## config.mk

```make
export PLATFORM = sky130hd
export DESIGN_NAME = seg_chain_driver
export DESIGN_NICKNAME = d
export VERILOG_FILES = /design/src/rtl/msf_pkg.sv /design/src/rtl/seg_chain_driver_tick_gen.sv /design/src/rtl/seg_chain_driver.sv
export SDC_FILE = /design/constraint.sdc
export NUM_CORES = 1
export LEC_CHECK = 0
export ABC_CLOCK_PERIOD_IN_PS = 3100
export CORE_MARGIN = 3
export CORE_UTILIZATION = 50
export CTS_CLUSTER_DIAMETER = 30
export CTS_CLUSTER_SIZE = 10
export DETAILED_ROUTE_END_ITERATION = 10
export DONT_BUFFER_PORTS = 1
export SYNTH_ARGS = -nofsm -noshare
export SYNTH_HDL_FRONTEND = slang
export SYNTH_SLANG_ARGS = --single-unit
```

## constraint.sdc

```tcl
create_clock -name clk_i -period 3.1 [get_ports clk_i]
set_input_delay 0.31 -clock clk_i [delete_from_list [all_inputs] [get_ports clk_i]]
set_output_delay 0.31 -clock clk_i [all_outputs]
set_load 0.05 [all_outputs]
```

## src/rtl/msf_pkg.sv

```systemverilog
// Shared constants and FSM state encoding for the multi-segment display path.
package msf_pkg;

  localparam int unsigned SEG_BITS       = 7;
  localparam int unsigned DISPLAY_DIGITS = 12;
  localparam int unsigned DEFAULT_WIDTH  = SEG_BITS * DISPLAY_DIGITS;

  typedef enum logic [1:0] {
    ST_IDLE     = 2'd0,
    ST_SHIFT_LO = 2'd1,
    ST_SHIFT_HI = 2'd2,
    ST_LATCH    = 2'd3
  } state_t;

endpackage

```

## src/rtl/seg_chain_driver_tick_gen.sv

```systemverilog
// Phase timer: counts DIV enabled cycles and strobes on the last one of each sclk half-period.
module seg_tick_gen
  import msf_pkg::*;
#(
  parameter int unsigned DIV = 1
) (
  input  logic clk_i,
  input  logic rst_i,
  input  logic en,
  input  logic clear,
  output logic phase_end_c
);

  localparam int unsigned CNT_W = $clog2(DIV + 1);

  logic [CNT_W-1:0] cnt;

  assign phase_end_c = en && (cnt == CNT_W'(DIV - 1));

  // Restart at every phase boundary, whenever idle, and on a new frame.
  always_ff @(posedge clk_i) begin
    if (rst_i || clear || !en || phase_end_c) begin
      cnt <= '0;
    end else begin
      cnt <= cnt + CNT_W'(1);
    end
  end

endmodule

```

## src/rtl/seg_chain_driver.sv

```systemverilog
// Serialises CHAINS parallel frames onto 74HC595-style chains with shared sclk and latch.
module seg_chain_driver
  import msf_pkg::*;
#(
  parameter int unsigned WIDTH        = DEFAULT_WIDTH,
  parameter int unsigned CHAINS       = 1,
  parameter int unsigned DIV          = 1,
  parameter bit          MSB_FIRST    = 1'b1,
  parameter int unsigned LATCH_CYCLES = 1
) (
  input  logic                      clk_i,
  input  logic                      rst_i,
  input  logic                      start_i,
  input  logic [CHAINS*WIDTH-1:0]   data_i,
  output logic                      sclk_o,
  output logic [CHAINS-1:0]         data_o,
  output logic                      latch_o,
  output logic                      busy_o,
  output logic                      done_o
);

  localparam int unsigned FRAME_W = CHAINS * WIDTH;
  localparam int unsigned BIT_W   = $clog2(WIDTH + 1);
  localparam int unsigned LAT_W   = $clog2(LATCH_CYCLES + 1);

  state_t             state;
  logic [FRAME_W-1:0] shreg;
  logic [FRAME_W-1:0] pend;
  logic               pend_valid;
  logic [BIT_W-1:0]   bit_cnt;
  logic [LAT_W-1:0]   lat_cnt;

  logic               phase_end_c;
  logic               tick_en_c;
  logic               latch_exit_c;
  logic               chain_c;
  logic               load_c;
  logic [FRAME_W-1:0] load_frame_c;
  logic [FRAME_W-1:0] shreg_next_c;

  // Bit that goes out first from each chain of a frame.
  function automatic logic [CHAINS-1:0] head_bits(input logic [FRAME_W-1:0] f);
    logic [CHAINS-1:0] h;
    h = '0;
    for (int unsigned c = 0; c < CHAINS; c++) begin
      h[c] = MSB_FIRST ? f[c*WIDTH + WIDTH - 1] : f[c*WIDTH];
    end
    return h;
  endfunction

  // Advance every chain by one bit toward its output end.
  function automatic logic [FRAME_W-1:0] shift_frame(input logic [FRAME_W-1:0] f);
    logic [FRAME_W-1:0] r;
    logic [WIDTH-1:0]   ch;
    r = '0;
    for (int unsigned c = 0; c < CHAINS; c++) begin
      ch = f[c*WIDTH +: WIDTH];
      if (MSB_FIRST) begin
        ch = {ch[WIDTH-2:0], 1'b0};
      end else begin
        ch = {1'b0, ch[WIDTH-1:1]};
      end
      r[c*WIDTH +: WIDTH] = ch;
    end
    return r;
  endfunction

  // Frame-level decisions; a start in the final latch cycle supersedes any buffered frame.
  always_comb begin
    tick_en_c    = (state == ST_SHIFT_LO) || (state == ST_SHIFT_HI);
    latch_exit_c = (state == ST_LATCH) && (lat_cnt == LAT_W'(LATCH_CYCLES - 1));
    chain_c      = latch_exit_c && (start_i || pend_valid);
    load_c       = ((state == ST_IDLE) && start_i) || chain_c;
    load_frame_c = ((state == ST_IDLE) || start_i) ? data_i : pend;
    shreg_next_c = shift_frame(shreg);
  end

  seg_tick_gen #(
    .DIV(DIV)
  ) u_tick (
    .clk_i      (clk_i),
    .rst_i      (rst_i),
    .en         (tick_en_c),
    .clear      (load_c),
    .phase_end_c(phase_end_c)
  );

  // Transfer FSM with registered pin outputs and the one-deep pending buffer.
  always_ff @(posedge clk_i) begin
    if (rst_i) begin
      state      <= ST_IDLE;
      shreg      <= '0;
      pend       <= '0;
      pend_valid <= 1'b0;
      bit_cnt    <= '0;
      lat_cnt    <= '0;
      sclk_o     <= 1'b0;
      data_o     <= '0;
      latch_o    <= 1'b0;
      busy_o     <= 1'b0;
      done_o     <= 1'b0;
    end else begin
      done_o <= 1'b0;
      case (state)
        ST_IDLE: begin
          if (start_i) begin
            shreg   <= load_frame_c;
            data_o  <= head_bits(load_frame_c);
            bit_cnt <= '0;
            sclk_o  <= 1'b0;
            busy_o  <= 1'b1;
            state   <= ST_SHIFT_LO;
          end
        end
        ST_SHIFT_LO: begin
          if (phase_end_c) begin
            sclk_o <= 1'b1;
            state  <= ST_SHIFT_HI;
          end
        end
        ST_SHIFT_HI: begin
          if (phase_end_c) begin
            sclk_o <= 1'b0;
            if (bit_cnt == BIT_W'(WIDTH - 1)) begin
              bit_cnt <= BIT_W'(WIDTH);
              lat_cnt <= '0;
              latch_o <= 1'b1;
              data_o  <= '0;
              state   <= ST_LATCH;
            end else begin
              shreg   <= shreg_next_c;
              data_o  <= head_bits(shreg_next_c);
              bit_cnt <= bit_cnt + BIT_W'(1);
              state   <= ST_SHIFT_LO;
            end
          end
        end
        ST_LATCH: begin
          if (latch_exit_c) begin
            latch_o <= 1'b0;
            done_o  <= 1'b1;
            if (chain_c) begin
              shreg   <= load_frame_c;
              data_o  <= head_bits(load_frame_c);
              bit_cnt <= '0;
              state   <= ST_SHIFT_LO;
            end else begin
              busy_o <= 1'b0;
              state  <= ST_IDLE;
            end
          end else begin
            lat_cnt <= lat_cnt + LAT_W'(1);
          end
        end
        default: state <= ST_IDLE;
      endcase

      if (chain_c) begin
        pend_valid <= 1'b0;
      end else if (start_i && (state != ST_IDLE)) begin
        pend       <= data_i;
        pend_valid <= 1'b1;
      end
    end
  end

endmodule

```

==> results of run 1 <==
## through the flow
| stage | total power [W] | hold slack, ps | instance area (um2) | worst slack, ps | util [%] |
|---|---|---|---|---|---|
| floorplan | 0.00558 | 431 | 8770 | 939 | - |
| global placement | 0.00621 | 397 | 8830 | 454 | 52.3 |
| detailed placement | 0.00624 | 399 | 8830 | 401 | 52.3 |
| CTS | 0.00854 | 0.154 | 10000 | 395 | 59.4 |
| global route | 0.00904 | 0.655 | 10000 | 54.4 | 59.5 |
| finish | 0.00845 | 14.3 | 10000 | 410 | 59.5 |
## where the power goes
group          total (W)  internal, W  switching, W  leakage, nW
logic            0.00305      0.00116       0.00189         1.64
registers        0.00323      0.00299      0.000239         1.51
clock network    0.00217      0.00122      0.000951        0.282
total            0.00845      0.00537       0.00308         3.43
## logic make-up (layout without fill, tap and decap cells)
family	after synthesis	in the layout
fa+ha+maj	6	6
flops	184	184
mux	83	83
buf+inv	192	192
simple gates	216	216
other cells	1	1
compound gates	365	365
## sequential cells by signal (all words and copies together), names as in the netlist, 2 cells and up
name / flops
shreg: 83
pend: 84
bit_cnt: 7
state: 2
## per-layer routing
| metal | part of all wire [%] | wire, um |
|---|---|---|
| met1 | 48 | 10100 |
| met4 | 0.92 | 194 |
| met5 | 0 | 0 |
| met3 | 4.0 | 840 |
| met2 | 47 | 9890 |
## placed cells by master (no fill, tap or decap), drive strengths merged, types with 3 or more instances in the layout
cell,count
dfxtp,184
nand2,178
a21oi,174
inv,91
mux2,83
o2111ai,83
o31ai,82
dlygate4sd3,57
clkbuf,20
buf,16
o21ai,8
nor2,8
nand3,6
ha,6
nand2b,4
nor3,4
clkinv,4
and2,3
and3,3
## final cells by class
type | count | area, um2
Clock buffer | 20 | 447
Clock inverter | 12 | 141
Fill cell | 1513 | 6840
Inverter | 87 | 327
Multi-Input combinational cell | 671 | 4380
Sequential cell | 184 | 3680
Tap cell | 220 | 275
Timing Repair Buffer | 73 | 786
## final timing paths
check | start | to | slack (ps) | cells past startpoint
min | data_i[1] | pend[1] | 10 | 2
max | state[0] | bit_cnt[5] | 410 | 6
min reg2reg | pend[64] | pend[64] | 450 | 2
max reg2reg | state[0] | bit_cnt[5] | 410 | 6
## worst max-delay path, stage by stage, from the launching register on
cell and delay [ps]:
dfxtp_1 340, inv_1 180, ha_4 380, buf_4 670, o21ai_0 330, or4_1 540
a31oi_1 170
==> key figures, run 1 <==
Pwr
  – Worst VDD drop: between 0.0004 and 0.0005 V
  – Leakage: 3.43 nW
  – PwrDens: 842 nW/um2

Detailed routing
  – Initial DRC Count: a little over 400
  – Total Wirelength: roughly 21000 um
  – Vias: 7294
  – Initial DRT Pass Iterations: 5
  – Post-DRT Antenna Nets: 0
  – DRC Markers: 0
  – Via density: 5.76
  – Wire per inst: 16.6 um

Synth
  – Synth top area share: 42.0%
  – Largest cells by area after synthesis: dfxtp_1 (42%), mux2_2 (11%), a21oi_1 (9.9%)
  – Synth Cell Area: 8770 um2
  – Cell count after synthesis: ~1000
  – Most frequent cell after synthesis: dfxtp_1
  – Simple-gate portion of the synthesized area: 10.2%
  – Compound-Gate Fraction of Synth Area: 27.7%
  – Xor/xnor share of the synthesized area: 0%
  – Post-synth top flop: dfxtp_1
  – Multiplexer share of the synthesized area: 10.7%
  – Synth Register Bits: 184
  – Syn Nets: ~1100
  – Combinational family with the most area after synthesis: compound AO/OA/AOI/OAI gates
  – Synth Area in Adders: 0.856%
  – Post-synth ARST share: 0%
  – Post-synth cell types: 45
  – Cell taking the most area after synthesis: dfxtp_1
  – Number of synthesized flops with an enable pin: 0
  – Syn avg cell area: about 8.4 um2
  – Register area share after synthesis: a little over two fifths
  – Commonest cells in the netlist: dfxtp_1 (184), nand2_1 (178), a21oi_1 (174), inv_1 (87)
  – Warnings from Yosys: 0

CTS
  – CTS root buf: clkbuf_16
  – # resized after CTS: 0
  – Post-CTS Hold Fix Bufs: 58
  – CTS max path bufs: 2
  – CTS H-tree depth: 4
  – # clock sinks: 184
  – Skew-Pair Late Insertion Delay: approximately 430 ps
  – Post-CTS setup buffer count: 0
  – CTS Buf Count: 17
  – CTS tree: yes
  – Clock slew at reported path FFs: 70 ps

Die
  – # rows: 47
  – Initial core utilization: between 50% and 60%
  – I/O Pins: 92
  – Die area: 19200 um2
  – Core ar.: 16900 um2
  – Die height: 138 um
  – Die X: 138 um

STA
  – Max Clk Rate: between 300 and 400 MHz
  – Final Max Tran Viols: 0
  – Worst-margin pin slew: between 700 and 800 ps
  – Final Hold Fails: 0
  – RSZ-0062 raised after global routing: no
  – Skew final: 11.3 ps
  – Period utilisation layout: between 80% and 90%
  – Final min period: 2690 ps
  – Relative slew slack: 48.1%
  – Final setup fails: 0
  – Setup TNS: 0 ps

Global route
  – Grt met3 use: 4.39%
  – Pin count of the biggest net entering global routing: approximately 140
  – Total Routing Usage GR: 21.9%
  – Met1 Usage GRT: between 30% and 40%
  – Global route hottest layer: met2
  – Global Route met2 Usage: 35.1%
  – Total grt overflow: 0
  – Initial antenna violation count: 0
  – Vias in the first global route: 7028
  – First-pass GRT wire length: 35400 um

Placement
  – Gpl congestion: 0.758
  – Post-DP HPWL: 10900 um
  – Dpl cells: about 1200
  – Port bufs: 0

Status
  – Status: finished clean

Hold path
  – Hold Path Class: primary input to register

Cells and area
  – NumNets Final: ~1100
  – Layout area overhead: 14.5%
  – Layout Cells excl Fill: 1267
  – Share of layout cells above drive strength 1: 13.3%
  – Antenna diode count: 0

Worst setup path
  – Crit Path Class: register to register
  – CP arrival: between 3000 and 4000 ps
  – Required time of the critical path: 3450 ps
  – Max FO, Critical Path: between 80 and 90
  – Crit start category: register
  – Worst setup EP type: register

Flow run
  – Max Cap Viol: 0
(Power assumes the default switching activity.)
==> inputs of run 2 (changes only) <==
--- a/config.mk
+++ b/config.mk
@@ -12,6 +12,7 @@
 export CTS_CLUSTER_SIZE = 10
 export DETAILED_ROUTE_END_ITERATION = 10
 export DONT_BUFFER_PORTS = 1
+export GPL_TIMING_DRIVEN = 0
 export SYNTH_ARGS = -nofsm -noshare
 export SYNTH_HDL_FRONTEND = slang
 export SYNTH_SLANG_ARGS = --single-unit
==> constraint.sdc (replaced) <==
create_clock -name clk_i -period 3.1 [get_ports clk_i]
set_input_delay 0.465 -clock clk_i [delete_from_list [all_inputs] [get_ports clk_i]]
set_output_delay 0.465 -clock clk_i [all_outputs]
set_load 0.05 [all_outputs]
==> key figures, run 2 (same netlist as run 1, synthesis figures left out) <==
CTS
  – Post-CTS setup buffer count: 0 (unchanged)
  – CTS max path bufs: 2 (unchanged)
  – CTS tree: yes (unchanged)
  – Skew-Pair Late Insertion Delay: 440 ps (was 430 ps)
  – Clock slew at reported path FFs: 70 ps (about the same)
  – # clock sinks: 184 (unchanged)
  – # resized after CTS: 0 (unchanged)
  – CTS Buf Count: 17 (unchanged)
  – CTS root buf: clkbuf_16 (unchanged)
  – CTS H-tree depth: 4 (unchanged)
  – Post-CTS Hold Fix Bufs: 0 (was 58)

Pwr
  – P_sw: 0.00315 W (was 0.00308 W)
  – Combinational power share: 36.3% (was 36.1%)
  – Net Sw Frac: 37.0% (was 36.4%)
  – Clock Power Share: 25.9% (was 25.7%)
  – Leakage: 3.26 nW (was 3.43 nW)
  – Sequential share of power: 37.8% (was 38.2%)
  – Worst VDD drop: 0.000456 V (was 0.000480 V)
  – PwrDens: 885 nW/um2 (was 842 nW/um2)
  – Internal: 0.00538 W (was 0.00537 W)

STA
  – Max Clk Rate: 363 MHz (was 372 MHz)
  – Worst-margin pin slew: 886 ps (was 779 ps)
  – Setup TNS: 0 ps (unchanged)
  – Final worst setup slack: 347 ps (was 410 ps)
  – RSZ-0062 raised after global routing: no (unchanged)
  – Skew final: 11.4 ps (was 11.3 ps)
  – Final setup fails: 0 (unchanged)
  – Final Max Tran Viols: 0 (unchanged)
  – Final Hold Fails: 0 (unchanged)
  – Final min period: 2750 ps (was 2690 ps)
  – Period utilisation layout: 88.8% (was 86.8%)
  – Relative slew slack: 39.4% (was 48.1%)

Die
  – # rows: 47 (unchanged)
  – Die X: 138 um (unchanged)
  – Initial core utilization: 52.0% (unchanged)
  – Core ar.: 16900 um2 (unchanged)
  – Die area: 19200 um2 (unchanged)
  – I/O Pins: 92 (unchanged)
  – Die height: 138 um (unchanged)

Placement
  – Gpl congestion: 0.777 (was 0.758)
  – Place WS: 380 ps (was 401 ps)
  – Post-DP HPWL: 15200 um (was 10900 um)
  – Port bufs: 0 (unchanged)

Global route
  – First-pass GRT wire length: 36700 um (was 35400 um)
  – Total Routing Usage GR: 22.8% (was 21.9%)
  – Initial antenna violation count: 0 (unchanged)
  – Vias in the first global route: 7197 (was 7028)
  – Pin count of the biggest net entering global routing: 17 (was 142)
  – Total grt overflow: 0 (unchanged)

Detailed routing
  – Via density: 5.71 (was 5.76)
  – Initial DRC Count: 376 (was 408)
  – Post-DRT Antenna Nets: 0 (unchanged)
  – DRC Markers: 0 (unchanged)
  – Vias: 7419 (was 7294)
  – Initial DRT Pass Iterations: 5 (unchanged)
  – Total Wirelength: 22000 um (was 21000 um)
  – Wire per inst: 17.0 um (was 16.6 um)

Worst setup path
  – Reg2reg start: state[0] (unchanged)
  – R2R setup slack: 350 ps (was 410 ps)
  – Crit Path Class: register to register (unchanged)
  – Worst setup EP type: register (unchanged)
  – Crit start category: register (unchanged)
  – Max FO, Critical Path: 10 (was 84)
  – Required time of the critical path: 3440 ps (was 3450 ps)
  – Worst setup path start: state[0] (unchanged)
  – CP arrival: 3100 ps (was 3040 ps)

Cells and area
  – NumNets Final: 1159 (was 1127)
  – Share of layout cells above drive strength 1: 12.4% (was 13.3%)
  – Layout area overhead: 9.93% (was 14.5%)
  – Antenna diode count: 0 (unchanged)
  – Filler Cell Count: 1617 (was 1513)
  – Max reg flops: 84 (unchanged)
  – Regs by FF count: pend (84), shreg (83), bit_cnt (7) (unchanged)
  – Most common cell after layout, fill and taps aside: dfxtp_1 (unchanged)
  – Most frequent cells in the layout: dfxtp_1 (184), nand2_1 (178), a21oi_1 (174) (unchanged)
  – Top reg by flops: pend (unchanged)

Status
  – Status: finished clean (unchanged)

Hold path
  – Hold Path Class: primary input to register (unchanged)
  – Hold wc startpoint: data_i[3] (was data_i[1])

Flow run
  – Max Cap Viol: 0 (unchanged)
-- run 2: changes by cell type in the layout (fill, tap and decap cells not counted), moves of 5 or more --
| cell | before | now |
|---|---|---|
| buf_1 | 0 | 12 |
| buf_12 | 6 | 0 |
| buf_2 | 0 | 13 |
| buf_4 | 9 | 1 |
| clkbuf_1 | 2 | 79 |
| clkinv_2 | 1 | 6 |
| dlygate4sd3_1 | 57 | 0 |
-- run 2: metal layers --
layer,share of wire (%),vias up,GRT usage (%),routed length [um]
li1,-,3782,-,-
met1,49,3455,32.1,10800
met2,45,153,35.5,9820
met3,4.9,29,4.97,1080
met4,1.6,0,6.60,353
met5,0,-,0,0
-- run 2: power by group through the flow --
stage	Clock (W)	Sequential, W	Combinational, W
after CTS	0.00225	0.00323	0.00310
final	0.00221	0.00323	0.00309
after global placement	0	0.00326	0.00308
after global routing	0.00236	0.00329	0.00348
after detailed placement	0	0.00328	0.00308
after floorplan	0	0.00322	0.00235
-- run 2: path summary, 6_finish.rpt --
| check | end | depth (start not counted) |
|---|---|---|
| setup / recovery | shreg[53] | 9 |
| hold reg to reg | pend[24] | 2 |
| setup reg to reg | shreg[53] | 9 |
| hold / removal | pend[3] | 2 |
-- run 2: final cells by class --
cell class	count	area [um2]	share of cell area, %
buffer	105	422	4.37
multi-input combinational	671	4340	45.0
clock buffer	19	443	4.60
clock inverter	13	153	1.58
sequential	184	3680	38.2
tap	220	275	2.86
inverter	87	327	3.39
-- run 2: critical path, cell delays in order (launching register included) --
cell       delay [ps]
dfxtp_1           380
inv_1             110
ha_1              200
clkbuf_1          180
and2_1            240
a2111oi_4         680
buf_2             360
buf_2             270
o2111ai_1         150
o31ai_1           100
-- run 2: stage by stage --
step                      cells  hold WS, ps  total power (W)  utilization (%)  instance area (um2)
after floorplan            1047          431          0.00558                -                 8770
after global placement     1267          438          0.00634             53.6                 9040
after detailed placement   1267          444          0.00636             53.6                 9040
after CTS                  1299          141          0.00858             57.1                 9640
after global routing       1299          149          0.00912             57.1                 9640
final                      1299          154          0.00853             57.1                 9640
==> inputs of run 3 (changes only) <==
--- a/config.mk
+++ b/config.mk
@@ -12,6 +12,7 @@
 export CTS_CLUSTER_SIZE = 10
 export DETAILED_ROUTE_END_ITERATION = 10
 export DONT_BUFFER_PORTS = 1
+export GPL_ROUTABILITY_DRIVEN = 0
 export GPL_TIMING_DRIVEN = 0
 export SYNTH_ARGS = -nofsm -noshare
 export SYNTH_HDL_FRONTEND = slang
==> results of run 3 <==
Same layout as run 2: the final DEF is identical, and so are final timing and power.
==> RTL change: new RTL, config.mk and constraints of run 3 <==
Change the package constant `DISPLAY_DIGITS` from 12 to 18.
--- a/src/rtl/msf_pkg.sv
+++ b/src/rtl/msf_pkg.sv
@@ -3,5 +3,5 @@
 
   localparam int unsigned SEG_BITS       = 7;
-  localparam int unsigned DISPLAY_DIGITS = 12;
+  localparam int unsigned DISPLAY_DIGITS = 18;
   localparam int unsigned DEFAULT_WIDTH  = SEG_BITS * DISPLAY_DIGITS;
 
Interface: changed (resized data_i); port bits go from 92 to 134. The function was not compared with the original's and may differ.
==> RTL change against run 3 <==
  * Sequential share of layout area shrank 3.9 points
  * Cell area grew 62%
  * Routed wire length grew 77%
  * Total power grew 110%
  * Sequential cell count grew 84
  * Sequential power grew 53%
  * Setup slack lost 130 ps
  * Utilization grew 6.4 points
  * Synthesized area grew 45%
  * Critical path type unchanged
==> RTL change: results (changes against run 3) <==
- Post-synth ARST share: 0 (unchanged)
- Post-CTS Resized: 2 (+2)
- Delay-heaviest family, CP: buffers and inverters
- Clock buffers and inverters, area share: 0.162 (+0.0998)
- Post-Synth XOR/XNOR Area: 0 (unchanged)
- First-pass GRT wire length: 62300 µm (+70%)
- Worst skew pair latency: 560 ps (+120 ps)
- Drt wl/cell: 18.4 µm (+8.5%)
- Sequential cell area fraction in the yosys report: 0.422 (+0.00237)
- Non-clk invs: 130 (+49%)
- TritonCTS buffer count: 70 (+53)
- Crit-path max cell delay: 390 ps (-290 ps)
- Seq/total area: 0.343 (-0.0391)
- Synth Register Bits: 268 (+46%)
- Largest regs: pend: 126 flops, shreg: 125 flops, bit_cnt: 7 flops
- GRT Overall Usage: 0.281 (+0.0530)
- Nets: 1877 (+62%)
- Vias in the first global route: 12179 (+69%)
- Hold slack final: 41.9 ps (-112 ps)
- Layout Skew: 25.1 ps (+13.7 ps)
- CTS H-tree lvls: 3 (-1)
- Nonclk buf count: 187 (+78%)
- Seq pwr: 0.00494 W (+53%)
- Worst relative slew slack: 0.249 (-0.145)
- HPWL Detailed: 25400 µm (+67%)
- Share of cells above drive strength 1: 0.0957 (-0.0285)
- Multi-input logic area: 0.00606 mm² (+40%)
- Cell Pwr Density: 1160 mW/mm² (+31%)
- HP Start: data_i[14]
- Signal buf overhead: 0.0506 (+0.00690)
- Slowest CP cell: dfxtp_1
- Synth area leaders: dfxtp_1 42%, a21oi_1 10%, o21ai_0 9.8%
- Initial antenna violation count: 0 (unchanged)
- Multi-input gates: 1084 (+62%)
- Combinational Power Share: 0.303 (-0.060)
- Core Util, Final: 0.636 (+0.0645)
- Vias post-DR: 12512 (+69%)
- Fraction of synthesized area in multiplexers: 0.00325 (-0.103)
- Clock transition at the registers of the reported paths: 50 ps (-20 ps)
- First DRT Iteration DRCs: 1077 (+190%)
- Avg Synthesized Cell Area: 7.61 µm² (-9.1%)
- Top-area cell type share of the netlist area: 0.422 (+0.00237)
- Placed Cells: 1993 (+57%)
- Outcome: finished, final reports clean
- Synth top cells by count: 268 x dfxtp_1, 261 x a21oi_1, 256 x nand2_1, 249 x o21ai_0, 135 x clkbuf_1
- Net Sw Frac: 0.351 (-0.0183)
- CP max FO: 10 (unchanged)
- Worst IR Drop VDD: 776 µV (+70%)
- Largest net degree at the start of global routing: 11 (-6)
- Die ar.: 0.0273 mm² (+43%)
- Post-DP Area: 0.0131 mm² (+45%)
- Leakage power: 5.17 nW (+59%)
- Mapped Nets: 1805 (+58%)
- Fill cell count: 2229 (+38%)
- Post-Synth Adder-Cell Area: 0.00690 (-0.00167)
- Complex-gate fraction of the synthesized area: 0.374 (+0.0965)
- Clock buffer count: 97 (+78)
- Flop2flop setup slack: 220 ps (-130 ps)
- Cell variety after synth: 45 (unchanged)
- Final Instance Count excl. Fillers: 2122 (+63%)
==> RTL change: changes by cell type after synthesis, moves of 57 or more <==
cell / before / now
o211ai_1: 0 / 125
clkbuf_1: 78 / 135
o31ai_1: 82 / 1
a21oi_1: 174 / 261
o21ai_0: 8 / 249
nand2_1: 178 / 256
dfxtp_1: 184 / 268
mux2_2: 83 / 1
==> RTL change: final timing paths <==
| path | depth (start not counted) | endpoint |
|---|---|---|
| worst max-delay path | 11 | pend[106]$_SDFFE_PP0P_ |
| worst min-delay path | 2 | pend[14]$_SDFFE_PP0P_ |
| worst max register to register | 11 | pend[106]$_SDFFE_PP0P_ |
| worst min register to register | 2 | pend[27]$_SDFFE_PP0P_ |
==> RTL change: metrics by stage <==
stage	setup TNS, ps	setup WS [ps]
floorplan	0	1120
detailed placement	-56.3	-30.2
finish	0	217
global placement	0	5.63
global route	0	25.0
CTS	0	239
==> RTL change: metal layers <==
layer	GRT usage	wire, µm
met1	0.384	17600
met2	0.430	17400
met3	0.0586	2640
met4	0.122	1490
met5	0	0
